`src/rtl/regfile_wr_arbiter_if.sv`:
```
// Purpose : bundle of the two write requesters, the regfile write port and the read/bypass path.
// Latency : none, this is wiring only.
// Backpressure : rdy0/rdy1 travel back to the requesters; the regfile side never stalls.
// Ports   : vld0/a0/d0/rdy0 = writeback requester, vld1/ax1/dx1/rdy1 = long-latency requester,
//           we3/a3/wd3 = regfile write port, a1/a2 + rf_rd1/rf_rd2 -> rd1/rd2 = bypassed reads.
interface regfile_wr_arbiter_if #(
  parameter int ADDR_WIDTH = 5,
  parameter int DATA_WIDTH = 32
);
  logic                  vld0;
  logic [ADDR_WIDTH-1:0] a0;
  logic [DATA_WIDTH-1:0] d0;
  logic                  rdy0;

  logic                  vld1;
  logic [ADDR_WIDTH-1:0] ax1;
  logic [DATA_WIDTH-1:0] dx1;
  logic                  rdy1;

  logic                  we3;
  logic [ADDR_WIDTH-1:0] a3;
  logic [DATA_WIDTH-1:0] wd3;

  logic [ADDR_WIDTH-1:0] a1;
  logic [ADDR_WIDTH-1:0] a2;
  logic [DATA_WIDTH-1:0] rf_rd1;
  logic [DATA_WIDTH-1:0] rf_rd2;
  logic [DATA_WIDTH-1:0] rd1;
  logic [DATA_WIDTH-1:0] rd2;

  // Environment side: requesters plus the register file itself.
  modport master (
    output vld0, a0, d0, vld1, ax1, dx1, a1, a2, rf_rd1, rf_rd2,
    input  rdy0, rdy1, we3, a3, wd3, rd1, rd2
  );

  // Arbiter side.
  modport slave (
    input  vld0, a0, d0, vld1, ax1, dx1, a1, a2, rf_rd1, rf_rd2,
    output rdy0, rdy1, we3, a3, wd3, rd1, rd2
  );
endinterface

```
`src/rtl/regfile_wr_arbiter.sv`:
```
// Purpose : share the single regfile write port between writeback (priority) and a long-latency
//           unit, with a starvation guard that forces one long-latency grant after MAX_WAIT denials.
// Latency : a transfer in cycle N appears on we3/a3/wd3 in cycle N+1; rd1/rd2 bypass is combinational.
// Backpressure : rdy0/rdy1 are combinational grants; the write port itself never stalls.
// Ports   : clk, rst (async, active high); bus = regfile_wr_arbiter_if.slave (see interface file).
// MAX_WAIT must lie in 1..15 so that it fits the 4-bit wait counter.
module regfile_wr_arbiter #(
  parameter int ADDR_WIDTH = 5,
  parameter int DATA_WIDTH = 32,
  parameter int MAX_WAIT   = 4
) (
  input logic              clk,
  input logic              rst,
  regfile_wr_arbiter_if.slave bus
);

  typedef struct packed {
    logic [ADDR_WIDTH-1:0] addr;
    logic [DATA_WIDTH-1:0] data;
  } wr_t;

  typedef enum logic {
    NORM  = 1'b0,
    FORCE = 1'b1
  } state_t;

  localparam logic [4:0] MAX_W = 5'(MAX_WAIT);

  state_t     state;
  logic [3:0] wait_cnt;
  logic       we_q;
  wr_t        wr_q;

  logic       rdy0_c;
  logic       rdy1_c;
  logic       deny1;
  logic [4:0] cnt_inc;
  wr_t        win;

  always_comb begin
    rdy0_c  = 1'b0;
    rdy1_c  = 1'b0;
    deny1   = 1'b0;
    cnt_inc = {1'b0, wait_cnt} + 5'd1;
    win     = '0;

    // NORM: writeback always wins; FORCE: the long-latency unit owns the port for one grant.
    if (state == FORCE) begin
      rdy1_c = bus.vld1;
    end else begin
      rdy0_c = bus.vld0;
      rdy1_c = bus.vld1 & ~bus.vld0;
    end
    deny1 = bus.vld1 & ~rdy1_c;

    // rdy already implies vld, and at most one of them can be high.
    if (rdy1_c) begin
      win = '{addr: bus.ax1, data: bus.dx1};
    end else begin
      win = '{addr: bus.a0, data: bus.d0};
    end
  end

  always_ff @(posedge clk or posedge rst) begin
    if (rst) begin
      state    <= NORM;
      wait_cnt <= 4'd0;
      we_q     <= 1'b0;
      wr_q     <= '0;
    end else begin
      // Register the winning write. Register 0 is hardwired, so its write is accepted but
      // never enabled. Without a transfer only the enable drops; address/data hold.
      if (rdy0_c || rdy1_c) begin
        we_q <= (win.addr != '0);
        wr_q <= win;
      end else begin
        we_q <= 1'b0;
      end

      case (state)
        NORM: begin
          if (deny1) begin
            if (wait_cnt != 4'hF) begin
              wait_cnt <= cnt_inc[3:0];
            end
            // The denial that brings the count to MAX_WAIT arms the forced grant.
            if (cnt_inc >= MAX_W) begin
              state <= FORCE;
            end
          end else begin
            wait_cnt <= 4'd0;
          end
        end
        FORCE: begin
          wait_cnt <= 4'd0;
          // Leave after the forced grant, or if the requester withdrew (so we never hang).
          if (rdy1_c || !bus.vld1) begin
            state <= NORM;
          end
        end
        default: begin
          state    <= NORM;
          wait_cnt <= 4'd0;
        end
      endcase
    end
  end

  assign bus.rdy0 = rdy0_c;
  assign bus.rdy1 = rdy1_c;
  assign bus.we3  = we_q;
  assign bus.a3   = wr_q.addr;
  assign bus.wd3  = wr_q.data;

  // The regfile only holds the registered write from the following edge, so readers of that
  // address in the meantime see it through this bypass. Register 0 is never bypassed.
  assign bus.rd1 = (we_q && (wr_q.addr == bus.a1) && (bus.a1 != '0)) ? wr_q.data : bus.rf_rd1;
  assign bus.rd2 = (we_q && (wr_q.addr == bus.a2) && (bus.a2 != '0)) ? wr_q.data : bus.rf_rd2;

endmodule
```
`src/flat_wrapper.sv`:
```
// flat-port wrapper written by rule: the top's interface ports become plain ports
module regfile_wr_arbiter_flat 
#(
  parameter int ADDR_WIDTH = 5,
  parameter int DATA_WIDTH = 32,
  parameter int MAX_WAIT   = 4
)
  (clk, rst, bus_vld0, bus_a0, bus_d0, bus_vld1, bus_ax1, bus_dx1, bus_a1, bus_a2, bus_rf_rd1, bus_rf_rd2, bus_rdy0, bus_rdy1, bus_we3, bus_a3, bus_wd3, bus_rd1, bus_rd2);
  regfile_wr_arbiter_if #(.ADDR_WIDTH(ADDR_WIDTH), .DATA_WIDTH(DATA_WIDTH)) bus_i ();
  input logic clk;
  input logic rst;
  input wire logic [$bits(bus_i.vld0)-1:0] bus_vld0;
  input wire logic [$bits(bus_i.a0)-1:0] bus_a0;
  input wire logic [$bits(bus_i.d0)-1:0] bus_d0;
  input wire logic [$bits(bus_i.vld1)-1:0] bus_vld1;
  input wire logic [$bits(bus_i.ax1)-1:0] bus_ax1;
  input wire logic [$bits(bus_i.dx1)-1:0] bus_dx1;
  input wire logic [$bits(bus_i.a1)-1:0] bus_a1;
  input wire logic [$bits(bus_i.a2)-1:0] bus_a2;
  input wire logic [$bits(bus_i.rf_rd1)-1:0] bus_rf_rd1;
  input wire logic [$bits(bus_i.rf_rd2)-1:0] bus_rf_rd2;
  output wire logic [$bits(bus_i.rdy0)-1:0] bus_rdy0;
  output wire logic [$bits(bus_i.rdy1)-1:0] bus_rdy1;
  output wire logic [$bits(bus_i.we3)-1:0] bus_we3;
  output wire logic [$bits(bus_i.a3)-1:0] bus_a3;
  output wire logic [$bits(bus_i.wd3)-1:0] bus_wd3;
  output wire logic [$bits(bus_i.rd1)-1:0] bus_rd1;
  output wire logic [$bits(bus_i.rd2)-1:0] bus_rd2;
  assign bus_i.vld0 = bus_vld0;
  assign bus_i.a0 = bus_a0;
  assign bus_i.d0 = bus_d0;
  assign bus_i.vld1 = bus_vld1;
  assign bus_i.ax1 = bus_ax1;
  assign bus_i.dx1 = bus_dx1;
  assign bus_i.a1 = bus_a1;
  assign bus_i.a2 = bus_a2;
  assign bus_i.rf_rd1 = bus_rf_rd1;
  assign bus_i.rf_rd2 = bus_rf_rd2;
  assign bus_rdy0 = bus_i.rdy0;
  assign bus_rdy1 = bus_i.rdy1;
  assign bus_we3 = bus_i.we3;
  assign bus_a3 = bus_i.a3;
  assign bus_wd3 = bus_i.wd3;
  assign bus_rd1 = bus_i.rd1;
  assign bus_rd2 = bus_i.rd2;
  regfile_wr_arbiter #(.ADDR_WIDTH(ADDR_WIDTH), .DATA_WIDTH(DATA_WIDTH), .MAX_WAIT(MAX_WAIT)) u_core (.clk(clk), .rst(rst), .bus(bus_i));
endmodule
```
`config.mk`:
```
export PLATFORM = sky130hd
export DESIGN_NAME = regfile_wr_arbiter_flat
export DESIGN_NICKNAME = d
export VERILOG_FILES = /design/src/rtl/regfile_wr_arbiter_if.sv /design/src/rtl/regfile_wr_arbiter.sv /design/src/flat_wrapper.sv
export SDC_FILE = /design/constraint.sdc
export NUM_CORES = 1
export LEC_CHECK = 0
export BUFFER_PORTS_ARGS = -buffer_cell sky130_fd_sc_hd__buf_2
export CAP_MARGIN = 25
export CORE_MARGIN = 8
export CORE_UTILIZATION = 40
export CTS_CLUSTER_DIAMETER = 60
export DETAILED_ROUTE_END_ITERATION = 8
export PLACE_DENSITY = 0.82
export REMOVE_ABC_BUFFERS = 1
export SYNTH_ARGS = -nofsm -noshare
export SYNTH_HDL_FRONTEND = slang
export SYNTH_SLANG_ARGS = --single-unit
```
`constraint.sdc`:
```
create_clock -name clk -period 2 [get_ports clk]
set_input_delay 0.1 -clock clk [delete_from_list [all_inputs] [get_ports clk]]
set_output_delay 0.1 -clock clk [all_outputs]
set_load 0.01 [all_outputs]
```
==> impl_results.md, run 1 <==
* Initial drt markers at 151
* Setup tns final at -12200 ps
* Crit Path Class: reg2out
* Final antenna-violating net count at 0
* Chip height at 105 um
* Critical Path Max Stage Delay at 460 ps
* Max Clock Skew at 11.0 ps
* Total gr overflow at 0
* Clk slew on worst S/H paths at 80 ps
* Crit path max-delay cell type: dfrtp_2
* Site Rows at 32
* Final Setup Violations at 64
* Initial antenna violation count at 1
* Final Max Slew Viols at 0
* CP Launch Type: flip-flop
* Max-Cap Viols at 0
* Die width at 105 um
* Period Utilization, post-route at 112%
* Least-Margin Pin Slew at 454 ps
* CP endpoint kind: output port
* Core ar. at 7730 sq um
* Delay-heaviest family, CP: flip-flops
* Crit path required time at 1900 ps
* Flop pwr share at 39.1%
* Number of global-route vias before repair at 3705
* Wire per inst at 20.5 um
* CP arrival at 2140 ps
* IO Count at 256
* Share of layout cells above drive strength 1 at 66.7%
* Die area at 11100 sq um
* Final WS setup at -237 ps
* Final Hold Vio Count at 0
* Worst path cell trace: xnor2_1, nand3_2, a211oi_4, buf_4, buf_12, mux2_2, buf_6
* Initial Utilization at 41.3%
* DRC viols at 0
* Post-Place Cells at 629
* Post-synthesis sequential area ratio at 33.7%
* PwrDens at 493 nW/um^2
* Register bit count reported by yosys at 43
* Status: finished, violations left
* FMAX at 447 MHz
* Total Wirelength at 13.6 mm
* Switching power at 0.844 mW
* Synth warnings at 0
* Final Non-Filler Cells at 664
* CTS buffer count at 5
* Failing checks: negative setup slack
* Area Overhead vs Synth at 70.5%
* IO Port Bufs at 255
* Pre-CTS WS at 39.7 ps
* Synthesized instance count at 285
* GRT Util Overall at 21.8%
* First-pass GRT wire length at 19.9 mm
* CTS tree: yes
* Num Clock Sinks at 43
* Fin nets at 714
* Clock latency on the worst-skew pair at 300 ps
* CTS Buffer Depth at 2
* Fin util at 70.5%
* Peak VDD IR at 0.321 mV
* Largest net degree at the start of global routing at 52
* Via count at 3341
* Share of the synthesized area in the top cell type at 33.7%
* CP Max Fanout at 9
* Buffer and inverter count on the worst path at 3
* Sw frac at 31.4%
* GPL Wtd Cong at 0.854
* Internal at 1.84 mW
* Leak pwr at 2.84 nW
* Yosys cell types at 25
* Syn Area/Cell at 11.2 sq um
* Unrepaired setup endpoints after global routing: yes
* Clk network pwr share at 23.1%
* HPWL Detailed at 9.53 mm
* First-pass DRT Iterations at 4
* DR vias/cell at 5.03
* Final critical-path required period at 2240 ps
* CTS H-tree lvls at 2
* Logic pwr share at 37.8%
* Synth area leader: dfrtp_1
* Slew HR at 69.7%
* Clk root buf: clkbuf_8
* Netlist Area Pre-Place at 3190 sq um
* Top cells by area, synth: dfrtp_1 34%, mux2_4 28%, mux2i_1 12%
* Hold WC Path Type: in2reg
-- per-layer routing --
layer | up-vias | share of wire [%] | track usage, %
li1 | 1565 | - | -
met1 | 1599 | 36 | 22.8
met2 | 157 | 55 | 41.1
met3 | 20 | 7.1 | 6.46
met4 | 0 | 1.9 | 5.61
met5 | - | 0 | 0
-- placed cells by master (no fill, tap or decap), drive strengths merged, types with 3 or more instances in the layout --
master	count
a211oi	3
mux2	64
nand2	43
buf	277
clkbuf	9
o21ai	40
dlygate4sd3	9
mux2i	38
xnor2	9
nand3	4
nor2	6
dfrtp	43
-- final timing paths --
check | to | depth (start not counted) | slack (ps) | startpoint
min in group asynchronous | u_core.bus.wd3[20]$_DFFE_PP0P_ | 3 | 200 | rst
hold reg to reg | u_core.wait_cnt[2]$_DFFE_PP0P_ | 2 | 620 | u_core.wait_cnt[3]$_DFFE_PP0P_
hold / removal | u_core.bus.wd3[16]$_DFFE_PP0P_ | 3 | 10 | bus_d0[16]
max in group asynchronous | u_core.bus.a3[3]$_DFFE_PP0P_ | 4 | 1370 | rst
setup reg to reg | u_core.state$_DFF_PP0_ | 5 | 630 | u_core.wait_cnt[0]$_DFFE_PP0P_
setup / recovery | bus_rd2[0] | 7 | -240 | u_core.bus.a3[3]$_DFFE_PP0P_
-- worst min-delay path, cell delays in order --
cell	delay [ps]
buf_2	70
nand2_1	30
o21ai_0	60
-- power by group through the flow --
stage          logic [mW]  registers [mW]  clock network, mW
2_1_floorplan       0.376            1.07                  0
3_3_place_gp        0.793            1.05                  0
3_5_place_dp        0.813            1.06                  0
4_1_cts             0.910            1.05              0.638
5_1_grt              1.09            1.06              0.679
6_report             1.02            1.05              0.621
-- kinds of logic (layout without fill, tap and decap cells) --
| logic type | Yosys count | after routing | synth area share [%] |
|---|---|---|---|
| multiplexers | 102 | 102 | 41.5 |
| AND/OR/NAND/NOR | 60 | 60 | 7.76 |
| AO/OA/AOI/OAI | 47 | 47 | 9.09 |
| flip-flops | 43 | 43 | 33.7 |
| buffers and inverters | 22 | 298 | 4.47 |
| XOR/XNOR | 9 | 9 | 2.70 |
| adder cells (fa/ha/maj) | 2 | 2 | 0.783 |
| other | 0 | 1 | 0 |
-- what timing repair did --
| action | 4_1_cts | 5_1_grt |
|---|---|---|
| pin swaps | 2 | 9 |
| setup endpoints to repair | 64 | 64 |
| cloned | 3 | 2 |
| gates resized for setup | 44 | 47 |
| hold buffers | 7 | 2 |
| setup buffers | 9 | 3 |
| hold endpoints to repair | 7 | 44 |
-- metrics by stage --
step                cell area, sq um  total power, mW  hold slack [ps]
global route                    5450             2.83             7.19
floorplan                       3060             1.45              217
global placement                4570             1.84              302
finish                          5450             2.69             14.3
detailed placement              4570             1.87              307
CTS                             5110             2.59             2.15
-- final cells by class --
type	count	area [sq um]
Inverter	2	7.51
Clock inverter	1	7.51
Clock buffer	7	96.3
Antenna cell	1	2.50
Fill cell	527	2280
Tap cell	102	128
Sequential cell	43	1080
Multi-Input combinational cell	220	2060
Timing Repair Buffer	288	2060
-- registers in the layout, summed over array words and instances (netlist names) --
| signal | count |
|---|---|
| u_core.bus.a3 | 5 |
| u_core.wait_cnt | 4 |
| u_core.bus.we3 | 1 |
| u_core.bus.wd3 | 32 |
| u_core.state | 1 |
-- synth_stat cells --
library cell  number
a211oi_1           1
a211oi_4           2
a21oi_1            2
buf_2              3
buf_6              3
buf_8              3
clkbuf_1          11
dfrtp_1           43
ha_1               2
inv_1              2
mux2_1             2
mux2_2             2
mux2_4            60
mux2i_1           38
nand2_1           43
nand3_1            4
nor2_1             6
nor2b_1            2
nor3_1             2
o21ai_0           40
o41ai_2            2
or2_2              1
or4_1              2
xnor2_1            8
xnor2_2            1
(Power assumes the default switching activity.)
==> inputs of run 2 (changes only) <==
--- a/config.mk
+++ b/config.mk
@@ -8,10 +8,11 @@
 export BUFFER_PORTS_ARGS = -buffer_cell sky130_fd_sc_hd__buf_2
 export CAP_MARGIN = 25
 export CORE_MARGIN = 8
-export CORE_UTILIZATION = 40
+export CORE_UTILIZATION = 41
+export CTS_BUF_LIST = sky130_fd_sc_hd__clkbuf_2 sky130_fd_sc_hd__clkbuf_4 sky130_fd_sc_hd__clkbuf_8
 export CTS_CLUSTER_DIAMETER = 60
 export DETAILED_ROUTE_END_ITERATION = 8
-export PLACE_DENSITY = 0.82
+export PLACE_DENSITY = 0.83
 export REMOVE_ABC_BUFFERS = 1
 export SYNTH_ARGS = -nofsm -noshare
 export SYNTH_HDL_FRONTEND = slang
==> impl_results.md, run 2 (synthesis gave the netlist of run 1 again) <==
* Status: finished, violations left
* Failing checks: negative setup slack
* Internal at 1.76 mW
* Die width at 104 um
* Dpl cell area at 4570 sq um
* Flop pwr share at 40.4%
* Design area at 5350 sq um
* Initial antenna violation count at 1
* DR vias/cell at 5.09
* Switching power at 0.817 mW
* Largest net degree at the start of global routing at 79
* GPL Wtd Cong at 0.843
* DRC viols at 0
* Max Clock Skew at 3.05 ps
* Num Clock Sinks at 43
* Clk slew on worst S/H paths at 80 ps
* HPWL Detailed at 9.55 mm
* First-pass DRT Iterations at 4
* Multi-input logic area at 2050 sq um
* Least-Margin Pin Slew at 920 ps
* Fin nets at 705
* Final antenna-violating net count at 0
* CTS tree: yes
* CTS Buffer Depth at 2
* Clk network pwr share at 20.7%
* CP arrival at 2140 ps
* CTS buffer count at 5
* Fillers at 561
* Number of global-route vias before repair at 3647
* Total gr overflow at 0
* Share of layout cells above drive strength 1 at 66.7%
* Final WS setup at -237 ps
* CTS H-tree lvls at 2
* Logic pwr share at 39.0%
* CP Launch Type: flip-flop
* Setup tns final at -13310 ps
* Commonest non-fill, non-tap cells in the layout: 200 x buf_2, 62 x mux2_4, 62 x buf_6, 43 x nand2_1, 40 x o21ai_0
* Die area at 10900 sq um
* Sw frac at 31.7%
* GRT Util Overall at 23.6%
* Clk root buf: clkbuf_8
* Period Utilization, post-route at 112%
* Final critical-path required period at 2240 ps
* Most common cell after layout, fill and taps aside: buf_2
* FMAX at 447 MHz
* IO Port Bufs at 255
* Area Overhead vs Synth at 67.3%
* Peak VDD IR at 0.338 mV
* Final Max Slew Viols at 0
* Leak pwr at 2.79 nW
* PwrDens at 482 nW/um^2
* Crit path required time at 1900 ps
* Core ar. at 7650 sq um
* Slew HR at 38.6%
* CP endpoint kind: output port
* Total Wirelength at 13.6 mm
* Chip height at 104 um
* Final Setup Violations at 64
* First-pass GRT wire length at 20.5 mm
* Max reg flops at 32
* Clock latency on the worst-skew pair at 290 ps
* Site Rows at 32
* Wire per inst at 20.8 um
* Via count at 3323
* Crit Path Class: reg2out
* IO Count at 256
* Hold WC Path Type: in2async
* Final Hold Vio Count at 0
* Initial Utilization at 41.8%
* Max-Cap Viols at 0
* Register Area at 1080 sq um
* Initial drt markers at 77
* CP Max Fanout at 6
* Unrepaired setup endpoints after global routing: yes
## run 2: changes by cell type in the layout (fill, tap and decap cells not counted), sizes merged
cell	delta
buf	-1
clkbuf	-2
clkinvlp	-1
dlygate4sd3	-7
## run 2: per-stage QoR
step	hold WS (ps)	cells	setup WS [ps]	utilization, %	power (mW)
floorplan	217	265	-1440	-	1.45
global placement	302	629	129	59.8	1.84
detailed placement	309	629	17.2	59.8	1.88
CTS	1.85	651	-237	69.3	2.58
global route	3.39	653	-315	69.9	2.70
finish	9.60	653	-237	69.9	2.58
## run 2: path summary, 6_finish.rpt
path / startpoint / endpoint / slack [ps] / depth (start not counted)
worst min register to register: u_core.wait_cnt[1]$_DFFE_PP0P_ / u_core.wait_cnt[1]$_DFFE_PP0P_ / 620 / 2
worst max register to register: u_core.wait_cnt[0]$_DFFE_PP0P_ / u_core.state$_DFF_PP0_ / 620 / 5
min in group clk: bus_d0[20] / u_core.bus.wd3[20]$_DFFE_PP0P_ / 10 / 3
max in group asynchronous: rst / u_core.bus.a3[4]$_DFFE_PP0P_ / 1370 / 2
worst max-delay path: u_core.bus.a3[3]$_DFFE_PP0P_ / bus_rd2[9] / -240 / 7
worst min-delay path: rst / u_core.bus.wd3[15]$_DFFE_PP0P_ / 10 / 2
## run 2: layer usage
layer,track usage (%),part of all wire (%),vias to the layer above
li1,-,-,1537
met1,23.5,36,1608
met2,46.3,56,158
met3,6.26,6.0,20
met4,6.10,2.0,0
met5,0,0,-
## run 2: what timing repair did
item                                    CTS  global route
hold buffers                              2             0
endpoints found under the setup margin   64            64
hold endpoints to repair                  2             0
cloned                                    5             1
resized for setup                        82             3
pin swaps                                 7             4
buffers inserted                         10             0
## run 2: area by class of cell
type                    instances  area share (%)
multi-input cells             220            38.3
repair buffers                279            37.4
flip-flops and latches         43            20.2
well taps                     102            2.39
clock buffers                   6            1.43
inverters                       2           0.140
diodes                          1          0.0468
## run 2: power groups by stage
| stage | sequential, mW | combinational, mW | clock, mW |
|---|---|---|---|
| 6_report | 1.04 | 1.00 | 0.533 |
| 5_1_grt | 1.05 | 1.07 | 0.578 |
| 4_1_cts | 1.04 | 0.991 | 0.546 |
| 3_5_place_dp | 1.05 | 0.821 | 0 |
| 3_3_place_gp | 1.05 | 0.797 | 0 |
| 2_1_floorplan | 1.07 | 0.376 | 0 |
## run 2: worst max-delay path: stages (launching register included)
cell and delay (ps):
dfrtp_2 440, buf_6 140, o41ai_4 400, a211oi_4 130, buf_6 160, buf_16 140
mux2_4 310, buf_6 130
==> inputs of run 3 (changes only) <==
--- a/config.mk
+++ b/config.mk
@@ -9,10 +9,10 @@
 export CAP_MARGIN = 25
 export CORE_MARGIN = 8
 export CORE_UTILIZATION = 41
-export CTS_BUF_LIST = sky130_fd_sc_hd__clkbuf_2 sky130_fd_sc_hd__clkbuf_4 sky130_fd_sc_hd__clkbuf_8
+export CTS_BUF_LIST = sky130_fd_sc_hd__clkbuf_4 sky130_fd_sc_hd__clkbuf_8
 export CTS_CLUSTER_DIAMETER = 60
 export DETAILED_ROUTE_END_ITERATION = 8
-export PLACE_DENSITY = 0.83
+export PLACE_DENSITY_LB_ADDON = 0.3
 export REMOVE_ABC_BUFFERS = 1
 export SYNTH_ARGS = -nofsm -noshare
 export SYNTH_HDL_FRONTEND = slang
==> impl_results.md, run 3 (synthesis gave the netlist of run 1 again) <==
* Most common cell after layout, fill and taps aside: buf_2
* GRT Util Overall at 21.1%
* DRC viols at 0
* Clk slew on worst S/H paths at 90 ps
* IO Port Bufs at 255
* CP Max Fanout at 20
* CTS buffer count at 5
* Max-Cap Viols at 0
* Num Clock Sinks at 43
* Slew HR at 64.6%
* Clk network pwr share at 24.1%
* Unrepaired setup endpoints after global routing: yes
* Clk root buf: clkbuf_8
* CP endpoint kind: output port
* CP arrival at 2100 ps
* Site Rows at 32
* Chip height at 104 um
* Logic pwr share at 35.7%
* Total gr overflow at 0
* Leak pwr at 2.73 nW
* Fin nets at 706
* Area Overhead vs Synth at 61.3%
* Initial antenna violation count at 0
* Final Max Slew Viols at 0
* Final critical-path required period at 2200 ps
* Number of global-route vias before repair at 3529
* Failing checks: negative setup slack
* Max Clock Skew at 8.39 ps
* IO Count at 256
* Hold WC Path Type: in2reg
* CTS H-tree lvls at 2
* Crit path max-delay cell type: dfrtp_2
* Final Hold Vio Count at 0
* Setup tns final at -10190 ps
* Largest net degree at the start of global routing at 44
* Final WS setup at -202 ps
* GPL Wtd Cong at 0.772
* R2R cell count at 5
* Hold path start: bus_d0[9]
* Max reg flops at 32
* CTS Buffer Depth at 2
* Peak VDD IR at 0.297 mV
* Status: finished, violations left
* Least-Margin Pin Slew at 530 ps
* Pre-CTS WS at 15.5 ps
* Via count at 3194
* Final Setup Violations at 64
* Period Utilization, post-route at 110%
* Initial Utilization at 41.8%
* Clock latency on the worst-skew pair at 290 ps
* Diodes inserted at 0
* Die width at 104 um
* First-pass GRT wire length at 18.9 mm
* Initial drt markers at 95
* CTS tree: yes
* PwrDens at 501 nW/um^2
* Total Wirelength at 12.1 mm
* Internal at 1.80 mW
* Commonest non-fill, non-tap cells in the layout: 223 x buf_2, 62 x mux2_4, 43 x nand2_1, 40 x o21ai_0, 39 x dfrtp_1
* Worst path cell trace: buf_4, o41ai_2, a211oi_4, buf_12, mux2_4, buf_2
* Critical Path Max Stage Delay at 430 ps
* Crit path required time at 1900 ps
* Critical Path Source: u_core.bus.a3[1]$_DFFE_PP0P_
* Die area at 10900 sq um
* Core ar. at 7650 sq um
* Hold Path Depth at 3
* CP Launch Type: flip-flop
* Share of layout cells above drive strength 1 at 65.8%
* HPWL Detailed at 9.27 mm
* Wire per inst at 18.4 um
* Flop pwr share at 40.2%
* Worst flop-to-flop path startpoint: u_core.wait_cnt[0]$_DFFE_PP0P_
* Sw frac at 30.4%
* First-pass DRT Iterations at 4
* Crit Path Class: reg2out
* DR vias/cell at 4.88
* Switching power at 0.786 mW
* Final antenna-violating net count at 0
* FMAX at 454 MHz
[run 3: path summary, 6_finish.rpt]
check / endpoint / slack [ps]
max: bus_rd2[4] / -200
min: u_core.bus.wd3[9]$_DFFE_PP0P_ / 10
max reg2reg: u_core.state$_DFF_PP0_ / 640
min reg2reg: u_core.wait_cnt[2]$_DFFE_PP0P_ / 590
max in group asynchronous: u_core.bus.a3[0]$_DFFE_PP0P_ / 1100
min in group asynchronous: u_core.wait_cnt[2]$_DFFE_PP0P_ / 400
[run 3: cell type report]
class                           count  area, sq um
Fill cell                         607         2490
Multi-Input combinational cell    220         2000
Timing Repair Buffer              280         1830
Sequential cell                    43         1080
Tap cell                          102          128
Clock buffer                        8          104
Inverter                            2         7.51
[run 3: timing repair]
item	4_1_cts	5_1_grt
hold endpoints to repair	1	21
pin swaps	7	1
resized for setup	45	4
endpoints found under the setup margin	64	64
hold buffers	1	1
gates cloned	3	1
buffers inserted	9	0
[run 3: critical path: cells and delay by family (launching register included)]
kind,cells,cell delay (ps)
compound gates,2,570
mux,1,310
flops,1,430
buf+inv,3,480
[run 3: power groups by stage]
stage,registers (mW),clock network (mW),logic (mW)
floorplan,1.07,0,0.376
global route,1.05,0.676,0.996
finish,1.04,0.623,0.922
detailed placement,1.06,0,0.813
CTS,1.04,0.645,0.912
global placement,1.05,0,0.792
[run 3: stage by stage]
stage	std cells	total power, mW	hold WS, ps	utilization (%)	area (sq um)
detailed placement	631	1.87	307	59.8	4580
floorplan	265	1.45	217	-	3060
global route	655	2.72	8.61	67.4	5150
global placement	631	1.84	302	59.8	4580
CTS	652	2.60	0.114	66.3	5070
finish	655	2.58	9.84	67.4	5150
[run 3: per-layer routing]
layer / vias to the layer above / GRT usage (%) / share of wire, %
li1: 1545 / - / -
met1: 1491 / 21.4 / 37
met2: 148 / 39.8 / 54
met3: 10 / 7.62 / 7.9
met4: 0 / 4.65 / 1.2
met5: - / 0 / 0
